File: src/rtl/tx_pkg.sv
// tx_pkg: shared definitions for the NoC channel transmitter.
//   tx_state_t : transmitter FSM state encoding
//   tx_dbg_t   : debug/observation bundle exported by tx
//   head_bit() : bit position of the head-flit flag in a flit
//   flit_count(): packet length in flits for a given buffer address width
package tx_pkg;

  typedef enum logic [1:0] {
    ST_IDLE     = 2'd0,
    ST_FETCH    = 2'd1,
    ST_WAIT_ACK = 2'd2,
    ST_DONE     = 2'd3
  } tx_state_t;

  // Observation bundle. spurious_ack and missing_head are single-cycle
  // event flags; inst_id/name identify the instance to whatever consumes
  // the bundle (message prefixes in checkers and monitors).
  typedef struct packed {
    tx_state_t   state;
    logic        spurious_ack;
    logic        missing_head;
    logic [7:0]  inst_id;
    logic [63:0] name;
  } tx_dbg_t;

  function automatic int unsigned head_bit(input int unsigned size);
    return size - 1;
  endfunction

  function automatic int unsigned flit_count(input int unsigned buff_bits);
    return 32'd1 << buff_bits;
  endfunction

endpackage

File: src/rtl/tx_toggle_detect.sv
// tx_toggle_detect: turns a two-phase (toggle) signal into a one-cycle event.
//   clk   : clock
//   reset : asynchronous active-low reset (registered copy clears to 0)
//   sig   : toggle input from the far side
//   ev    : high while sig differs from its value at the previous edge
// Reusable on the receive side for ch_req.
module tx_toggle_detect (
  input  logic clk,
  input  logic reset,
  input  logic sig,
  output logic ev
);

  logic sig_old;

  always_ff @(posedge clk or negedge reset) begin
    if (!reset) begin
      sig_old <= 1'b0;
    end else begin
      sig_old <= sig;
    end
  end

  assign ev = sig ^ sig_old;

endmodule

File: src/rtl/tx.sv
// tx: NoC router output-port channel transmitter.
// Reads a connected input buffer flit by flit and drives each flit onto the
// inter-router channel, then reports completion back to the switch.
//
// Handshakes:
//   switch side  : four-phase. in_req rises when a complete packet is
//                  connected; in_done rises once every flit is acknowledged
//                  and stays high until in_req is seen low, after which both
//                  return low. in_req falling early is ignored.
//   channel side : two-phase. Each ch_req toggle offers one flit on ch_flit,
//                  which is held stable until the receiver toggles ch_ack.
//                  At most one flit is outstanding.
//
// Ports:
//   clk, reset : clock and asynchronous active-low reset
//   in_req     : switch has connected a packet (level)
//   in_done    : packet fully sent (level, held until in_req drops)
//   buf_addr   : read address into the connected buffer
//   buf_data   : combinational read data for buf_addr
//   ch_req     : toggles once per flit offered
//   ch_flit    : flit being offered
//   ch_ack     : toggles once per flit accepted
//   busy       : high whenever the FSM is not idle
//   dbg        : state and event flags for observation
module tx
  import tx_pkg::*;
#(
  parameter int          ID        = 0,
  parameter logic [63:0] MOD_NAME  = "TX",
  parameter int          SIZE      = 8,
  parameter int          BUFF_BITS = 3
) (
  input  logic                 clk,
  input  logic                 reset,
  input  logic                 in_req,
  output logic                 in_done,
  output logic [BUFF_BITS-1:0] buf_addr,
  input  logic [SIZE-1:0]      buf_data,
  output logic                 ch_req,
  output logic [SIZE-1:0]      ch_flit,
  input  logic                 ch_ack,
  output logic                 busy,
  output tx_dbg_t              dbg
);

  localparam int unsigned          FLIT_COUNT = flit_count(BUFF_BITS);
  localparam int unsigned          HEAD       = head_bit(SIZE);
  localparam logic [BUFF_BITS-1:0] LAST_ADDR  = BUFF_BITS'(FLIT_COUNT - 1);

  tx_state_t            state_q, state_d;
  logic [BUFF_BITS-1:0] addr_q, addr_d;
  logic                 req_q, req_d;
  logic [SIZE-1:0]      flit_q, flit_d;
  logic                 done_q, done_d;
  logic                 busy_q, busy_d;
  logic                 ack_ev;
  logic                 spurious;
  logic                 missing;

  tx_toggle_detect u_ack_detect (
    .clk   (clk),
    .reset (reset),
    .sig   (ch_ack),
    .ev    (ack_ev)
  );

  always_ff @(posedge clk or negedge reset) begin
    if (!reset) begin
      state_q <= ST_IDLE;
      addr_q  <= '0;
      req_q   <= 1'b0;
      flit_q  <= '0;
      done_q  <= 1'b0;
      busy_q  <= 1'b0;
    end else begin
      state_q <= state_d;
      addr_q  <= addr_d;
      req_q   <= req_d;
      flit_q  <= flit_d;
      done_q  <= done_d;
      busy_q  <= busy_d;
    end
  end

  always_comb begin
    state_d  = state_q;
    addr_d   = addr_q;
    req_d    = req_q;
    flit_d   = flit_q;
    done_d   = done_q;
    busy_d   = busy_q;
    spurious = 1'b0;
    missing  = 1'b0;
    case (state_q)
      ST_IDLE: begin
        spurious = ack_ev;
        if (in_req) begin
          addr_d  = '0;
          busy_d  = 1'b1;
          state_d = ST_FETCH;
        end
      end
      ST_FETCH: begin
        // An ack here cannot belong to the flit about to be offered.
        spurious = ack_ev;
        missing  = (addr_q == '0) && !buf_data[HEAD];
        flit_d   = buf_data;
        req_d    = ~req_q;
        state_d  = ST_WAIT_ACK;
      end
      ST_WAIT_ACK: begin
        if (ack_ev) begin
          if (addr_q == LAST_ADDR) begin
            done_d  = 1'b1;
            state_d = ST_DONE;
          end else begin
            addr_d  = addr_q + 1'b1;
            state_d = ST_FETCH;
          end
        end
      end
      ST_DONE: begin
        spurious = ack_ev;
        if (!in_req) begin
          done_d  = 1'b0;
          busy_d  = 1'b0;
          state_d = ST_IDLE;
        end
      end
      default: begin
        state_d = ST_IDLE;
      end
    endcase
  end

  assign in_done  = done_q;
  assign buf_addr = addr_q;
  assign ch_req   = req_q;
  assign ch_flit  = flit_q;
  assign busy     = busy_q;

  assign dbg = '{state:        state_q,
                 spurious_ack: spurious,
                 missing_head: missing,
                 inst_id:      8'(ID),
                 name:         MOD_NAME};

endmodule
File: config.mk
export PLATFORM = sky130hd
export DESIGN_NAME = tx
export DESIGN_NICKNAME = d
export VERILOG_FILES = /design/src/rtl/tx_pkg.sv /design/src/rtl/tx_toggle_detect.sv /design/src/rtl/tx.sv
export SDC_FILE = /design/constraint.sdc
export NUM_CORES = 1
export LEC_CHECK = 0
export BUFFER_PORTS_ARGS = -buffer_cell sky130_fd_sc_hd__clkbuf_2
export CAP_MARGIN = 10
export CORE_UTILIZATION = 40
export DETAILED_ROUTE_END_ITERATION = 16
export GPL_TIMING_DRIVEN = 0
export PLACE_DENSITY_LB_ADDON = 0.12
export SETUP_SLACK_MARGIN = 0.3
export SLEW_MARGIN = 30
export SYNTH_ARGS = -nofsm -noshare
export SYNTH_HDL_FRONTEND = slang
export SYNTH_HIERARCHICAL = 1
export SYNTH_SLANG_ARGS = --single-unit
export TNS_END_PERCENT = 5
File: constraint.sdc
create_clock -name clk -period 1.9 [get_ports clk]
set_input_delay 0.19 -clock clk [delete_from_list [all_inputs] [get_ports clk]]
set_output_delay 0.19 -clock clk [all_outputs]
set_load 0.01 [all_outputs]
==> After elaboration in Yosys (flattened, before gate mapping) <==
Cells that the tools add are included.
{ "totals": {"reg_bits": 17, "in_bits": 12, "wordCells": 48, "out_inout_bits": 90} }
{ "op_classes": {"n_mux": 17, "n_bitwise": 2, "eq_ne": 9, "reduce_logical": 12, "add_sub_neg": 1} }
{ "op_table": {"columns": ["cell", "count"], "rows": [
  ["2-bit != test (second input constant)", 5],
  ["3-bit 2-to-1 mux", 3],
  ["2-bit 2-to-1 mux", 4],
  ["2-bit case mux with 4 select lines", 1],
  ["4-bit AND reduction", 2],
  ["1-bit 2-to-1 mux", 6],
  ["3-bit case mux with 2 select lines", 1],
  ["3-bit AND reduction", 2],
  ["2-bit nonzero test", 3],
  ["2-bit equality test (second input constant)", 2],
  ["1-bit case mux with 2 select lines", 2],
  ["3-bit by 1-bit adder with 3-bit output (second input constant)", 1],
  ["3-bit equality test (second input constant)", 1],
  ["3-bit zero test", 1],
  ["3-bit OR reduction", 1],
  ["2-bit by 1-bit equality test with 1-bit output (second input constant)", 1],
  ["2-bit zero test", 1],
  ["1-bit logical AND", 1],
  ["1-bit zero test", 1],
  ["1-bit inverter", 1],
  ["1-bit XOR", 1]
]} }

==> Logic depth before layout (Yosys ltp) <==
{ "depth": {"depth_word": 4, "mapped_depth": 5, "mapped_depth_nobuf": 5} }

==> Cells and area by module <==
Netlist, hierarchy kept.
{ "modules_own_cells": {"columns": ["mod", "area_per_inst_um2", "cells_each", "instances", "seq_area_each_um2"], "rows": [
  ["tx", 1281.2, 129, 1, 400.4],
  ["tx_toggle_detect", 33.8, 2, 1, 25.0]
]} }

==> Least setup slack after synthesis <==
Ideal clock, no wire load.
{ "synth_path": {"path_kind": "register to register", "start": "reg addr_q[0] (netlist: buf_addr[0])", "end": "reg addr_q[0] (netlist: buf_addr[0])", "setup_slack_ns": 0.294, "stages_incl_launch_ff": 6, "setup_time_ns": 0.125, "path_buffers": 0, "period_less_slack_ns": 1.606, "t_arrival_ns": 1.481, "cell_sequence": "dfrtp_1 -> ha_1 -> ha_1 -> and4bb_4 -> nor2_2 -> mux2_4"} }
{ "synth_between": {"elab_chain_len": 4, "elab_cells_between_ends": 7, "cone_classes": "add/sub: 1; eq/ne: 2; mux: 3; reduce/logical: 1"} }
{ "synth_lines": {"columns": ["element", "line", "text"], "rows": [
  ["start: declaration", "tx.sv:51", "logic [BUFF_BITS-1:0] addr_q, addr_d;"],
  ["start signal: assignment", "tx.sv:77", "addr_q <= addr_d;"],
  ["3-bit by 1-bit adder with 3-bit output", "tx.sv:117", "addr_d = addr_q + 1'b1;"],
  ["3-bit 2-to-1 mux", "tx.sv:113", "if (addr_q == LAST_ADDR) begin"],
  ["3-bit 2-to-1 mux", "tx.sv:112", "if (ack_ev) begin"],
  ["3-bit case mux with 2 select lines", "tx.sv:94", "case (state_q)"]
]} }
Parallel ways exist; a longest one is shown, timed or not. The select of a mux whose other input is x is not followed.
A chain may end at the register's enable or synchronous reset.

==> Worst setup path in the final report <==
{ "layout_path": {"start": "reg addr_q[0] (netlist: buf_addr[0])", "end": "out dbg[72] (netlist name)"} }
{ "layout_between": {"elab_chain_len": 3} }
{ "layout_lines": {"columns": ["element", "line", "text"], "rows": [
  ["3-bit zero test", "tx.sv:106", "missing = (addr_q == '0) && !buf_data[HEAD];"],
  ["1-bit logical AND", "tx.sv:106", null],
  ["1-bit 2-to-1 mux", "tx.sv:94", null],
  ["end: declaration", "tx.sv:43", "output tx_dbg_t dbg"]
]} }
No other way between the ends.

==> results.sh <==
export IMPL_critPathKind="flip-flop to primary output"
export IMPL_grt_usage_pct=11.3
export IMPL_ys_flop_type="dfrtp_1"
export IMPL_ys_seq_elements=17
export IMPL_fp_dieArea_sq_mm=0.00352
export IMPL_reg2reg_depth=5
export IMPL_die_h_um=59.3
export IMPL_regToRegEndpoint="buf_addr[0]"
export IMPL_cp_arrival_ps=1410
export IMPL_yosysUniqueCellTypes=24
export IMPL_fin_util_pct=61.1
export IMPL_required_ps=1710
export IMPL_finalSetupViolCount=0
export IMPL_rows=20
export IMPL_drive_gt1_share_pct=55.5
export IMPL_ys_seq_area_share_pct=32.4
export IMPL_critPathMaxFanout=4
export IMPL_design_area_sq_mm=0.00188
export IMPL_dr_pass1_iters=2
export IMPL_syn_inst=131
export IMPL_ios=102
export IMPL_coreArea_sq_mm=0.00308
export IMPL_dp_slack_ps=286
export IMPL_syn_avg_cell_area_sq_um=10.0
export IMPL_diodes=0
export IMPL_finalHoldViolCount=0
export IMPL_crit_family="flip-flops"
export IMPL_layout_area_seq_sq_um=427
export IMPL_ir_drop_v=0.000771
export IMPL_gp_congestion=0.766
export IMPL_drc=0
export IMPL_fin_ws_ps=299
export IMPL_layout_common_cells="buf_4 (77), conb_1 (72), clkbuf_2 (28)"
export IMPL_cp_startpoint="buf_addr[0]"
export IMPL_multi_input_area_sq_um=606
export IMPL_cts_sinks=17
export IMPL_antenna_found_initial=0
export IMPL_max_freq_mhz=625
export IMPL_r2r_start="buf_addr[0]"
export IMPL_crit_buf_inv=3
export IMPL_fin_nets=254
export IMPL_routedWlPerCell_um=7.16
export IMPL_final_common_cell="buf_4"
export IMPL_vias=912
export IMPL_port_buffers=29
export IMPL_hold_start="ch_ack"
export IMPL_clk_latency_ps=300
export IMPL_dp_hpwl_mm=1.65
export IMPL_synthArstFlopShare_pct=100
export IMPL_overflow=0
export IMPL_n_fill_cell=295
export IMPL_setup_tns_ps=0
export IMPL_skew_ps=4.30
export IMPL_clk_pin_slew_ps=100
export IMPL_grt_pass1_vias=701
export IMPL_finalMaxSlewViolations=0
export IMPL_via_per_inst=3.23
export IMPL_placed_area_sq_mm=0.00178
export IMPL_startpoint_type="flip-flop"
export IMPL_htreeDepth=1
export IMPL_slowest_delay_ps=440
export IMPL_cts_tree="done"
export IMPL_die_w_um=59.3
export IMPL_worst_path_stages=5
export IMPL_cts_buffers_inserted=3
export IMPL_slowest_stage="dfrtp_1"
export IMPL_crit_end="dbg[72]"
export IMPL_fin_crit_ps=1600
export IMPL_path_cells="inv_1 -> ha_2 -> nor4b_4 -> buf_4 -> buf_6"
export IMPL_synth_edff_count=0
export IMPL_r2r_setup_slack_ps=310
export IMPL_post_route_period_util_pct=84.3
export IMPL_worstSetupEndpointType="primary output"
export IMPL_leakage_nw=1.13
export IMPL_min_path_type="input pin to flip-flop"
export IMPL_syn_area_sq_mm=0.00132
export IMPL_status="finished, final reports clean"
export IMPL_grt_max_degree=18
export IMPL_drt_iter0_drc=8
export IMPL_rsz0062_at_grt="true"
export IMPL_synth_warnings=6
export IMPL_synthToLayoutAreaGrowth_pct=43.0
export IMPL_wirelength_mm=2.02
export IMPL_max_cap_violations=0
export IMPL_root_buffer="clkbuf_4"
export IMPL_start_util_pct=42.7
export IMPL_final_antenna_net_count=0
export IMPL_clock_path_buffers=2
export IMPL_p_per_area_mw_per_mm2=968
export IMPL_grt_pass1_wl_mm=3.02
## Yosys cell counts, types with 2 or more instances
library cell | number | share of area (%)
conb_1 | 2 | 0.57
dfrtp_1 | 17 | 32
mux2_2 | 8 | 6.9
ha_1 | 3 | 2.9
a22o_2 | 2 | 1.5
o21ai_0 | 5 | 1.9
buf_4 | 74 | 42
inv_1 | 4 | 1.1
## metrics by stage
step / total power, mW / hold slack (ps) / instances
floorplan: 1.28 / -106 / 201
global placement: 1.53 / 147 / 274
detailed placement: 1.54 / 144 / 274
CTS: 1.80 / 27.6 / 281
global route: 1.97 / 28.5 / 282
finish: 1.82 / 37.0 / 282
## state kept, by name (all words and copies together) (netlist names)
| name | flops |
|---|---|
| in_done | 1 |
| ch_req | 1 |
| buf_addr | 3 |
| state_q | 2 |
| u_ack_detect/sig_old | 1 |
| ch_flit | 8 |
| busy | 1 |
## layer usage
layer / GRT usage, % / up-vias / share of wire (%)
met5: 0 / - / 0
met4: 2.38 / 0 / 0.54
met3: 4.15 / 2 / 11
met2: 20.4 / 53 / 50
met1: 12.6 / 367 / 38
li1: - / 490 / -
## cell families after synthesis
| kind of cell | synth area share [%] |
|---|---|
| AO/OA/AOI/OAI | 5.99 |
| XOR/XNOR | 1.33 |
| adder cells (fa/ha/maj) | 2.85 |
| buffers and inverters | 44.2 |
| flip-flops | 32.4 |
| multiplexers | 8.75 |
| other | 0.571 |
| AND/OR/NAND/NOR | 3.90 |
## worst min-delay path by stage
stage	end	slack [ps]	cells after the start
after global routing	u_ack_detect/sig_old	30	1
after floorplan	buf_addr[0]	-110	0
after CTS	u_ack_detect/sig_old	30	1
after detailed placement	ch_flit[3]	140	1
final	u_ack_detect/sig_old	40	1
after global placement	ch_flit[6]	150	1
## power by group
part	switching, mW	leakage, nW	internal (mW)
logic	0.457	0.912	0.531
registers	0.107	0.199	0.527
clock network	0.120	0.0177	0.0785
total	0.685	1.13	1.14
## repair_timing
| action | 4_1_cts | 5_1_grt |
|---|---|---|
| hold buffers | 1 | 0 |
| endpoints found under the hold margin | 17 | 0 |
| buffers inserted | 2 | 1 |
| endpoints found under the setup margin | 3 | 5 |
| resized for setup | 5 | 6 |
| pin swaps | 1 | 2 |
## area by class of cell
class,instances,area share (%)
Sequential cell,17,22.7
Buffer,75,30.1
Inverter,4,0.798
Timing Repair Buffer,33,9.78
Tap cell,44,2.93
Multi-Input combinational cell,105,32.2
Clock inverter,1,0.266
Clock buffer,3,1.20
No activity file was read; power rests on OpenSTA's default activity.
